[src/rtl/rtc_snapshot_sequencer.sv]
// Reads DS1302 sec..year plus a seconds re-read, then publishes a coherent BCD
// snapshot in a single cycle; retries when seconds rolled over, aborts on driver stall.
module rtc_snapshot_sequencer #(
  parameter int POLL_CYCLES    = 12_500_000,
  parameter int TIMEOUT_CYCLES = 1_000_000,
  parameter int RETRY_MAX      = 2
) (
  input  logic       clk,
  input  logic       reset_n,
  input  logic       enable,
  input  logic       req,
  output logic [7:0] rtc_addr,
  output logic       rtc_valid,
  input  logic       rtc_busy,
  input  logic       rtc_done,
  input  logic [7:0] rtc_rdata,
  output logic [7:0] sec,
  output logic [7:0] min,
  output logic [7:0] hour,
  output logic [7:0] date,
  output logic [7:0] month,
  output logic [7:0] year,
  output logic       clock_halt,
  output logic       time_valid,
  output logic       seq_busy,
  output logic [1:0] err
);

  localparam int PCW = $clog2(POLL_CYCLES);
  localparam int TCW = $clog2(TIMEOUT_CYCLES + 1);
  localparam int RCW = $clog2(RETRY_MAX + 2);
  localparam logic [PCW-1:0] POLL_LAST  = PCW'(POLL_CYCLES - 1);
  localparam logic [TCW-1:0] TMO_LAST   = TCW'(TIMEOUT_CYCLES - 1);
  localparam logic [RCW-1:0] RETRY_LAST = RCW'(RETRY_MAX);

  localparam logic [2:0] S_IDLE    = 3'd0;
  localparam logic [2:0] S_ISSUE   = 3'd1;
  localparam logic [2:0] S_WAIT    = 3'd2;
  localparam logic [2:0] S_CHECK   = 3'd3;
  localparam logic [2:0] S_PUBLISH = 3'd4;

  logic [2:0]      state_q, state_d;
  logic [2:0]      idx_q, idx_d;
  logic [RCW-1:0]  retry_q, retry_d;
  logic [TCW-1:0]  tmo_q, tmo_d;
  logic [PCW-1:0]  poll_q, poll_d;
  logic            pend_q, pend_d;
  logic [5:0][7:0] shadow_q, shadow_d;
  logic [6:0]      resec_q, resec_d;
  logic [7:0]      addr_q, addr_d;
  logic            valid_q, valid_d;
  logic [5:0][7:0] snap_q, snap_d;
  logic            ch_q, ch_d;
  logic            tv_q, tv_d;
  logic [1:0]      err_q, err_d;
  logic            take;
  logic            poll_wrap;

  // Index 6 is the seconds re-read; day-of-week (0x8B) is skipped on purpose.
  function automatic logic [7:0] cmd_addr(input logic [2:0] i);
    case (i)
      3'd1:    return 8'h83;
      3'd2:    return 8'h85;
      3'd3:    return 8'h87;
      3'd4:    return 8'h89;
      3'd5:    return 8'h8D;
      default: return 8'h81;
    endcase
  endfunction

  always_comb begin
    state_d   = state_q;
    idx_d     = idx_q;
    retry_d   = retry_q;
    tmo_d     = tmo_q;
    shadow_d  = shadow_q;
    resec_d   = resec_q;
    addr_d    = addr_q;
    valid_d   = 1'b0;
    snap_d    = snap_q;
    ch_d      = ch_q;
    tv_d      = 1'b0;
    err_d     = err_q;
    take      = 1'b0;
    poll_d    = poll_q;
    pend_d    = pend_q;
    poll_wrap = 1'b0;

    case (state_q)
      S_IDLE: begin
        if (pend_q) begin
          take    = 1'b1;
          idx_d   = 3'd0;
          retry_d = '0;
          state_d = S_ISSUE;
        end
      end
      S_ISSUE: begin
        if (!rtc_busy) begin
          addr_d  = cmd_addr(idx_q);
          valid_d = 1'b1;
          tmo_d   = '0;
          state_d = S_WAIT;
        end
      end
      S_WAIT: begin
        // done is tested first so a done on the last allowed cycle is accepted
        if (rtc_done) begin
          if (idx_q == 3'd6) begin
            resec_d = rtc_rdata[6:0];
            state_d = S_CHECK;
          end else begin
            for (int i = 0; i < 6; i++) begin
              if (idx_q == 3'(i)) shadow_d[i] = rtc_rdata;
            end
            idx_d   = idx_q + 3'd1;
            state_d = S_ISSUE;
          end
        end else if (tmo_q == TMO_LAST) begin
          err_d[0] = 1'b1;
          state_d  = S_IDLE;
        end else begin
          tmo_d = tmo_q + TCW'(1);
        end
      end
      S_CHECK: begin
        if (shadow_q[0][6:0] == resec_q) begin
          state_d = S_PUBLISH;
        end else if (retry_q < RETRY_LAST) begin
          retry_d = retry_q + RCW'(1);
          idx_d   = 3'd0;
          state_d = S_ISSUE;
        end else begin
          err_d[1] = 1'b1;
          state_d  = S_IDLE;
        end
      end
      S_PUBLISH: begin
        snap_d       = shadow_q;
        snap_d[0][7] = 1'b0;
        ch_d         = shadow_q[0][7];
        tv_d         = 1'b1;
        err_d        = 2'b00;
        state_d      = S_IDLE;
      end
      default: state_d = S_IDLE;
    endcase

    // Triggers arriving while a request is pending or running collapse into one.
    if (!enable) begin
      poll_d = '0;
      pend_d = 1'b0;
    end else begin
      poll_wrap = (poll_q == POLL_LAST);
      poll_d    = poll_wrap ? '0 : poll_q + PCW'(1);
      pend_d    = (pend_q & ~take) | poll_wrap | req;
    end
  end

  always_ff @(posedge clk or negedge reset_n) begin
    if (!reset_n) begin
      state_q  <= S_IDLE;
      idx_q    <= '0;
      retry_q  <= '0;
      tmo_q    <= '0;
      poll_q   <= '0;
      pend_q   <= 1'b0;
      shadow_q <= '0;
      resec_q  <= '0;
      addr_q   <= '0;
      valid_q  <= 1'b0;
      snap_q   <= '0;
      ch_q     <= 1'b0;
      tv_q     <= 1'b0;
      err_q    <= 2'b00;
    end else begin
      state_q  <= state_d;
      idx_q    <= idx_d;
      retry_q  <= retry_d;
      tmo_q    <= tmo_d;
      poll_q   <= poll_d;
      pend_q   <= pend_d;
      shadow_q <= shadow_d;
      resec_q  <= resec_d;
      addr_q   <= addr_d;
      valid_q  <= valid_d;
      snap_q   <= snap_d;
      ch_q     <= ch_d;
      tv_q     <= tv_d;
      err_q    <= err_d;
    end
  end

  assign rtc_addr   = addr_q;
  assign rtc_valid  = valid_q;
  assign sec        = snap_q[0];
  assign min        = snap_q[1];
  assign hour       = snap_q[2];
  assign date       = snap_q[3];
  assign month      = snap_q[4];
  assign year       = snap_q[5];
  assign clock_halt = ch_q;
  assign time_valid = tv_q;
  assign seq_busy   = (state_q != S_IDLE);
  assign err        = err_q;

endmodule

[config.mk]
export PLATFORM = sky130hd
export DESIGN_NAME = rtc_snapshot_sequencer
export DESIGN_NICKNAME = d
export VERILOG_FILES = /design/src/rtl/rtc_snapshot_sequencer.sv
export SDC_FILE = /design/constraint.sdc
export NUM_CORES = 1
export LEC_CHECK = 0
export BUFFER_PORTS_ARGS = -buffer_cell sky130_fd_sc_hd__buf_2
export CORE_MARGIN = 4
export CORE_UTILIZATION = 59
export DETAILED_ROUTE_END_ITERATION = 8
export GPL_ROUTABILITY_DRIVEN = 1
export MAX_ROUTING_LAYER = met4
export PLACE_DENSITY = 0.89
export SYNTH_ARGS = -nofsm -noshare
export SYNTH_HDL_FRONTEND = slang
export SYNTH_SLANG_ARGS = --single-unit
[constraint.sdc]
create_clock -name clk -period 2.4 [get_ports clk]
set_input_delay 0.12 -clock clk [delete_from_list [all_inputs] [get_ports clk]]
set_output_delay 0.12 -clock clk [all_outputs]
set_load 0.05 [all_outputs]
==> flow_metrics.tcl, run 1 <==
set metrics [dict create \
    final_antenna_net_count 0 \
    clk_path_buf_depth 2 \
    nNetsFinal 678 \
    tightest_slew_ns 0.721 \
    synth_area_um2 7140 \
    hold_buffers 2 \
    min_to "pend_q$_DFF_PN0_" \
    ys_seq_area_share_pct 57.5 \
    drtPass1Iterations 5 \
    r2r-start "tmo_q[0]$_DFFE_PN0P_" \
    crit_arrival_ns 2.54 \
    cp_num_buf_inv 1 \
    layout-drive-gt1-share_pct 35.4 \
    hpwl_um 10200 \
    slowest_delay_ns 0.58 \
    grt_pass1_wl_um 26100 \
    initialDrtViolationCount 463 \
    die_area_um2 13900 \
    cap_violations 0 \
    timing_worst_setup_path_type "flop to flop" \
    ff2ff_setup_slack_ns 0.19 \
    worst-path-max-fanout 10 \
    internal-power_w 0.00531 \
    wire_per_inst_um 18.8 \
    reg2regPathDepth 7 \
    seqPwrFrac_pct 44.4 \
    cts_buffers 17 \
    hold_viol_final 0 \
    skew_ns 0.00822 \
    worstHoldStart "req" \
    drv_slew 0 \
    fin_crit_sh_pct 92.2 \
    yosysWarnings 0 \
    hp-class "primary input to flop" \
    grt_usage_pct 24.1 \
    cp_top_family "simple AND/OR/NAND/NOR gates" \
    crit_path_end_kind "flop" \
    rows 39 \
    swShare_pct 31.1 \
    cts-resized-gates 0 \
    fin_tns_setup_ns 0 \
    clkLatencyLatePin_ns 0.42 \
    required_ns 2.72 \
    rsz0062_at_grt "false" \
    cts.sinks 164 \
    combPwrFrac_pct 20.8 \
    synth_cells 568 \
    clkTransAtPathRegs_ns 0.06 \
    slew_headroom_pct 51.5 \
    hold_slack_ns 0.00797 \
    power_frac_clock_pct 34.8 \
    cts_tree "done" \
    grt_max_degree 78 \
    yosys.area.top_type_share_pct 57.5 \
    power.leakage_nw 4.16 \
    vias 4846 \
    routed_via_density 5.99 \
    yosysTopAreaCell "dfrtp_1" \
    power_density_nw_per_um2 928 \
    io_buffers 71 \
    crit_slowest_cell "or4_4" \
    start_util_pct 61.5 \
    place_congestion 0.909 \
    holdPathStages 3 \
    area_growth_syn_to_layout_pct 16.2 \
    max_freq_mhz 452 \
    diodes 0 \
    finalSetupViolCount 0 \
    grt_pass1_vias 4944 \
    vdd_drop_max_mv 0.618 \
    drc 0 \
    cp.depth 7 \
    yosys-top-cells-area "dfrtp_1 (57%), mux2_2 (16%), nor2_1 (2.2%), xor2_1 (2.1%), ha_1 (1.6%)" \
    root_buffer "clkbuf_16" \
    overflow 0 \
    synth_cell_type_count 55 \
    start_kind "flop" \
    final_util_pct 71.5 \
    postCtsSetupRepairBufs 0 \
    io_pins 76 \
    synth-seq-cells 164 \
    die-width_um 118 \
    cp_cell_sequence "ha_1 > nand3_2 > or4_4 > o21ai_2 > buf_4 > a21oi_1 > o21ai_0" \
    coreArea_um2 11600 \
    ctsHtreeMaxLevel 4 \
    antenna_found_initial 0 \
    die_h_um 118 \
    synth_area_per_cell_um2 12.6 \
    fin_crit_ns 2.21 \
    p_switching_w 0.00239 \
    routed_wirelength_um 15200 \
    status "finished clean" \
    timing.rr.end "tmo_q[15]$_DFFE_PN0P_" \
]
==> registers in the layout (all words and copies together), names as in the netlist <==
signal,cells
month,8
sec,7
date,8
clock_halt,1
err,2
min,8
tmo_q,20
state_q,3
shadow_q,48
year,8
hour,8
time_valid,1
resec_q,7
poll_q,24
retry_q,2
rtc_valid,1
rtc_addr,4
idx_q,3
pend_q,1
==> power groups by stage <==
stage / Sequential [W] / Combinational (W) / Clock (W)
floorplan: 0.00368 / 0.000874 / 0
global placement: 0.00341 / 0.00152 / 0
detailed placement: 0.00345 / 0.00157 / 0
CTS: 0.00341 / 0.00160 / 0.00272
global route: 0.00346 / 0.00174 / 0.00287
finish: 0.00342 / 0.00160 / 0.00268
==> per-layer routing <==
layer	up-vias	global-route usage [%]	part of all wire (%)
li1	2209	-	-
met1	2444	31.4	43
met2	177	38.9	51
met3	16	5.33	5.2
met4	0	6.23	1.1
met5	-	-	0
==> worst max-delay path by stage <==
stage,startpoint,endpoint,slack (ns)
after floorplan,idx_q[0]$_DFFE_PN0P_,shadow_q[32]$_DFFE_PN0P_,0.52
final,tmo_q[0]$_DFFE_PN0P_,tmo_q[15]$_DFFE_PN0P_,0.19
after global routing,tmo_q[0]$_DFFE_PN0P_,tmo_q[13]$_DFFE_PN0P_,0.05
after detailed placement,tmo_q[0]$_DFFE_PN0P_,tmo_q[11]$_DFFE_PN0P_,0.27
after global placement,tmo_q[0]$_DFFE_PN0P_,tmo_q[15]$_DFFE_PN0P_,0.36
after CTS,tmo_q[0]$_DFFE_PN0P_,tmo_q[15]$_DFFE_PN0P_,0.23
==> layout make-up <==
type	instances	area (um2)
multi-input cells	373	2870
fillers	729	3310
inverters	11	41.3
flip-flops and latches	164	4100
clock inverters	10	121
repair buffers	88	519
clock buffers	20	467
well taps	143	179
==> kinds of logic (layout without fill, tap and decap cells) <==
family,after synthesis,count (layout),synth area share (%)
DFF,164,164,57.5
and+or+nand+nor,153,153,11.8
muxes,106,106,16.7
AOI/OAI and AO/OA,72,72,6.29
buffers and inverters,34,129,2.58
xor gates and xnor gates,29,29,3.56
adders and majority gates,9,9,1.58
other,1,4,0.0525
==> cell usage after synthesis (all sizes together) <==
library cell / count
a21oi: 16
or2: 2
buf: 19
and4: 2
nor3: 4
or3b: 2
and3: 15
ha: 9
o41ai: 2
nor4: 7
o31ai: 10
clkbuf: 4
or3: 3
nand3: 19
nor2: 43
and2: 4
o21ai: 27
nor2b: 1
nor3b: 1
o221ai: 1
nand2b: 3
xor2: 17
o211ai: 1
nor4b: 3
dfrtp: 164
nand3b: 1
or4: 1
xnor2: 12
or4b: 1
nand4: 14
conb: 1
mux2: 105
a22o: 2
a31oi: 8
a21boi: 1
o22ai: 1
o311ai: 1
a22oi: 1
inv: 11
a2111oi: 1
nand2: 27
mux2i: 1
==> worst register-to-register path, stage by stage (launching register included) <==
cell	delay (ns)
dfrtp_1	0.41
ha_1	0.23
nand3_2	0.15
or4_4	0.58
o21ai_2	0.28
buf_4	0.22
a21oi_1	0.06
o21ai_0	0.18
==> stage by stage <==
stage | total power (W) | worst slack [ns] | cell area, um2 | std cells
after floorplan | 0.00456 | 0.525 | 7150 | 571
after global placement | 0.00493 | 0.358 | 7690 | 777
after detailed placement | 0.00502 | 0.269 | 7690 | 777
after CTS | 0.00773 | 0.230 | 8300 | 809
after global routing | 0.00807 | 0.0481 | 8300 | 809
final | 0.00770 | 0.186 | 8300 | 809
==> placed cells by master (no fill, tap or decap), types with 11 or more instances in the layout <==
master     Yosys  routed
a21oi_1       15      15
and3_1        15      15
buf_2          9      70
buf_4          8      13
clkbuf_16      0      17
dfrtp_1      164     164
inv_1         11      11
mux2_2       102     102
nand2_1       26      26
nand3_1       18      18
nand4_1       14      14
nor2_1        41      41
o21ai_0       22      22
xnor2_1       12      12
xor2_1        17      17
No activity file was read; power rests on OpenSTA's default activity.
==> run 2, diff against run 1 <==
Settings changed: GPL_TIMING_DRIVEN from default to 0.
==> flow_metrics.tcl, run 2 (same netlist as run 1, synthesis figures left out) <==
set metrics [dict create \
    io_buffers 71 \
    grt_pass1_vias 5077 \
    status "finished clean" \
    cts-resized-gates 0 \
    drtPass1Iterations 5 \
    fin_crit_sh_pct 90.7 \
    coreArea_um2 11600 \
    hpwl_um 10400 \
    root_buffer "clkbuf_16" \
    antenna_found_initial 0 \
    hold_viol_final 0 \
    largest_reg_flops 48 \
    holdPathStages 3 \
    largest-register "shadow_q" \
    cap_violations 0 \
    drc 0 \
    cts_tree "done" \
    vias 4881 \
    hold_slack_ns 0.00490 \
    power.leakage_nw 4.20 \
    ff2ff_setup_slack_ns 0.22 \
    crit_start "idx_q[0]$_DFFE_PN0P_" \
    grt_pass1_wl_um 25800 \
    start_util_pct 61.5 \
    timing_worst_setup_path_type "flop to flop" \
    routed_via_density 5.95 \
    diodes 0 \
    nNetsFinal 687 \
    fin_crit_ns 2.18 \
    initialDrtViolationCount 413 \
    r2r-start "idx_q[0]$_DFFE_PN0P_" \
    reg_top3 "shadow_q (48), poll_q (24), tmo_q (20)" \
    pre_cts_slack_ns 0.268 \
    stdcell_count 820 \
    hp-class "primary input to flop" \
    clk_path_buf_depth 2 \
    slew_headroom_pct 43.4 \
    reg2regPathDepth 8 \
    skew_ns 0.00867 \
    start_kind "flop" \
    rsz0062_at_grt "false" \
    clkLatencyLatePin_ns 0.43 \
    die_area_um2 13900 \
    die-width_um 118 \
    die_h_um 118 \
    crit_arrival_ns 2.48 \
    ctsHtreeMaxLevel 4 \
    cts.sinks 164 \
    cp.depth 8 \
    crit_path_end_kind "flop" \
    grt_max_degree 105 \
    place_congestion 0.850 \
    routed_wirelength_um 15600 \
    cts_buffers 17 \
    layout_common_cells "dfrtp_1 (164), mux2_2 (102), buf_2 (79), nor2_1 (41), nand2_1 (26)" \
    io_pins 76 \
    fin_ws_ns 0.224 \
    vdd_drop_max_mv 0.850 \
    finalSetupViolCount 0 \
    timing.rr.end "shadow_q[47]$_DFFE_PN0P_" \
    dp.cells 786 \
    final_antenna_net_count 0 \
    max_freq_mhz 460 \
    crit_slowest_cell "dfrtp_1" \
    clkTransAtPathRegs_ns 0.06 \
    crit_end "shadow_q[47]$_DFFE_PN0P_" \
    area_growth_syn_to_layout_pct 16.7 \
    nFillCells 729 \
    grt_usage_pct 24.0 \
    layout-drive-gt1-share_pct 35.6 \
    cp_top_family "buffers and inverters" \
    tightest_slew_ns 0.843 \
    wire_per_inst_um 19.1 \
    overflow 0 \
    drv_slew 0 \
    cp_num_buf_inv 3 \
    rows 39 \
    slowest_delay_ns 0.41 \
    required_ns 2.71 \
    cp_cell_sequence "inv_1 > ha_1 > nand2_1 > and4_1 > clkbuf_1 > and3_1 > buf_2 > mux2_2" \
    power_density_nw_per_um2 930 \
    layout_commonest_cell "dfrtp_1" \
    worst-path-max-fanout 8 \
]
[run 2: worst reg2reg max path: stages, from the launching register on]
cell      delay, ns
dfrtp_1        0.41
inv_1          0.08
ha_1           0.22
nand2_1        0.12
and4_1         0.20
clkbuf_1       0.20
and3_1         0.18
buf_2          0.26
mux2_2         0.39
[run 2: what timing repair did]
| item | in CTS | in global routing |
|---|---|---|
| setup buffers | 0 | 0 |
| hold endpoints to repair | 63 | 0 |
| hold buffers | 2 | 0 |
[run 2: worst min-delay path by stage]
stage / start / end / slack, ns
after floorplan: reset_n / clock_halt$_DFFE_PN0P_ / -0.18
after CTS: req / pend_q$_DFF_PN0_ / 0.0003
after global routing: rtc_rdata[7] / shadow_q[15]$_DFFE_PN0P_ / 0.01
final: req / pend_q$_DFF_PN0_ / 0.005
after global placement: enable / poll_q[4]$_DFF_PN0_ / 0.37
after detailed placement: reset_n / tmo_q[9]$_DFFE_PN0P_ / 0.14
[run 2: cell type report]
class | count | area (um2) | area share, %
repair buffers | 74 | 409 | 4.91
plain buffers | 23 | 143 | 1.71
clock inverters | 14 | 165 | 1.98
multi-input cells | 373 | 2870 | 34.4
flip-flops and latches | 164 | 4100 | 49.2
well taps | 143 | 179 | 2.15
clock buffers | 18 | 429 | 5.15
inverters | 11 | 41.3 | 0.495
[run 2: through the flow]
stage	setup TNS, ns	util, %	instance area (um2)	total power [W]
after global routing	0	71.8	8340	0.00808
final	0	71.8	8340	0.00775
after floorplan	0	-	7150	0.00456
after global placement	-167.24	66.2	7690	0.00493
after CTS	0	71.8	8340	0.00778
after detailed placement	0	66.5	7720	0.00503
[run 2: routing by layer]
metal	wire length [um]	vias to the layer above	GRT usage, %	share of wire, %
met4	418	0	10.6	2.7
met1	6380	2454	29.0	41
met3	740	37	5.81	4.7
li1	-	2232	-	-
met2	8100	158	38.6	52
met5	0	-	-	0
[run 2: report_power, final]
group / total (W) / internal (W) / switching, W
clock: 0.00273 / 0.00157 / 0.00116
sequential: 0.00339 / 0.00311 / 0.000275
combinational: 0.00163 / 0.000586 / 0.00105
==> run 3, diff against run 2 <==
Settings changed: CORE_MARGIN 4 to default, CTS_CLUSTER_SIZE from default to 16.
==> flow_metrics.tcl, run 3 (same netlist as run 1, synthesis figures left out) <==
set metrics [dict create \
    power.leakage_nw 4.20 \
    nNetsFinal 688 \
    clkLatencyLatePin_ns 0.43 \
    routed_wirelength_um 15600 \
    reg_top3 "shadow_q (48), poll_q (24), tmo_q (20)" \
    finalSetupViolCount 0 \
    violations "design-rule violations" \
    ctsHtreeMaxLevel 4 \
    fin_ws_ns 0.202 \
    cts-resized-gates 0 \
    hp-class "primary input to flop" \
    cts_tree "done" \
    p_switching_w 0.00259 \
    area_growth_syn_to_layout_pct 16.7 \
    grt_pass1_vias 5094 \
    clkTransAtPathRegs_ns 0.07 \
    worst-path-max-fanout 8 \
    swShare_pct 33.7 \
    drv_slew 0 \
    die-width_um 112 \
    vias 4931 \
    crit_path_end_kind "flop" \
    timing_worst_setup_path_type "flop to flop" \
    combPwrFrac_pct 21.3 \
    reg2regPathDepth 8 \
    tightest_slew_ns 0.842 \
    crit_arrival_ns 2.51 \
    seqPwrFrac_pct 44.1 \
    grt_usage_pct 27.4 \
    drc 3 \
    start_util_pct 61.5 \
    start_kind "flop" \
    grt_pass1_wl_um 25500 \
    clk_path_buf_depth 2 \
    rsz0062_at_grt "false" \
    overflow 0 \
    hold_viol_final 0 \
    die_h_um 112 \
    dp.cells 786 \
    internal-power_w 0.00510 \
    coreArea_um2 11600 \
    holdPathStages 2 \
    postCtsSetupRepairBufs 0 \
    hpwl_um 10400 \
    cts_buffers 17 \
    skew_ns 0.0120 \
    required_ns 2.71 \
    initialDrtViolationCount 323 \
    max_freq_mhz 455 \
    io_buffers 71 \
    dpl-instance-area_um2 7720 \
    power_density_nw_per_um2 922 \
    fin_crit_sh_pct 91.6 \
    diodes 0 \
    power_frac_clock_pct 34.6 \
    status "finished with violations" \
    layout_commonest_cell "dfrtp_1" \
    hold_slack_ns 0.00653 \
    routed_via_density 6.01 \
    hold_buffers 3 \
    stdcell_count 821 \
    io_pins 76 \
    cap_violations 0 \
    fin_crit_ns 2.20 \
    antenna_found_initial 0 \
    layout_common_cells "dfrtp_1 (164), mux2_2 (102), buf_2 (79), nor2_1 (41), nand2_1 (26)" \
    final_antenna_net_count 0 \
    cts.sinks 164 \
    wire_per_inst_um 19.0 \
    die_area_um2 12500 \
    power_w 0.00768 \
    slew_headroom_pct 43.4 \
    largest-register "shadow_q" \
    largest_reg_flops 48 \
    vdd_drop_max_mv 0.626 \
    grt_max_degree 111 \
    root_buffer "clkbuf_16" \
    rows 39 \
    stdcell_area_um2 8340 \
    layout-drive-gt1-share_pct 35.7 \
    drtPass1Iterations 9 \
    pre_cts_slack_ns 0.243 \
    place_congestion 0.875 \
]
[run 3: final timing paths]
| path | slack (ns) | from | to |
|---|---|---|---|
| hold / removal | 0.007 | rtc_rdata[7] | shadow_q[15]$_DFFE_PN0P_ |
| setup / recovery | 0.20 | idx_q[0]$_DFFE_PN0P_ | shadow_q[37]$_DFFE_PN0P_ |
| max in group asynchronous | 1.28 | reset_n | month[3]$_DFFE_PN0P_ |
| hold reg to reg | 0.49 | rtc_addr[0]$_DFFE_PN0P_ | rtc_addr[0]$_DFFE_PN0P_ |
| min in group asynchronous | 0.20 | reset_n | tmo_q[11]$_DFFE_PN0P_ |
| setup reg to reg | 0.20 | idx_q[0]$_DFFE_PN0P_ | shadow_q[37]$_DFFE_PN0P_ |
[run 3: area by class of cell]
class	instances	area, um2
well taps	143	179
fillers	743	3280
plain buffers	23	143
clock buffers	17	425
inverters	11	41.3
repair buffers	75	419
multi-input cells	373	2870
clock inverters	15	159
flip-flops and latches	164	4100
[run 3: through the flow]
step / utilization, % / setup TNS [ns]
4_1_cts: 71.8 / 0
2_1_floorplan: - / 0
5_1_grt: 71.8 / 0
3_3_place_gp: 66.2 / -168.64
6_report: 71.8 / 0
3_5_place_dp: 66.5 / 0
[run 3: power by group through the flow]
stage               clock (W)  combinational, W  sequential (W)
finish                0.00266           0.00164         0.00339
global placement            0           0.00153         0.00339
global route          0.00279           0.00177         0.00343
CTS                   0.00268           0.00164         0.00338
floorplan                   0          0.000874         0.00368
detailed placement          0           0.00162         0.00343
[run 3: critical path, cell delays in order (launching register included)]
cell      delay, ns
dfrtp_1        0.41
inv_1          0.09
ha_1           0.21
nand2_1        0.12
and4_1         0.21
clkbuf_1       0.21
and3_1         0.24
buf_2          0.24
mux2_2         0.36
[run 3: layer usage]
layer  track usage (%)  up-vias  share of wire (%)  wire length (um)
li1                  -     2223                  -                 -
met1              32.9     2475                 41              6380
met2              44.7      188                 51              7950
met3              5.56       45                4.7               728
met4              12.8        0                3.2               496
met5                 -        -                  0                 0
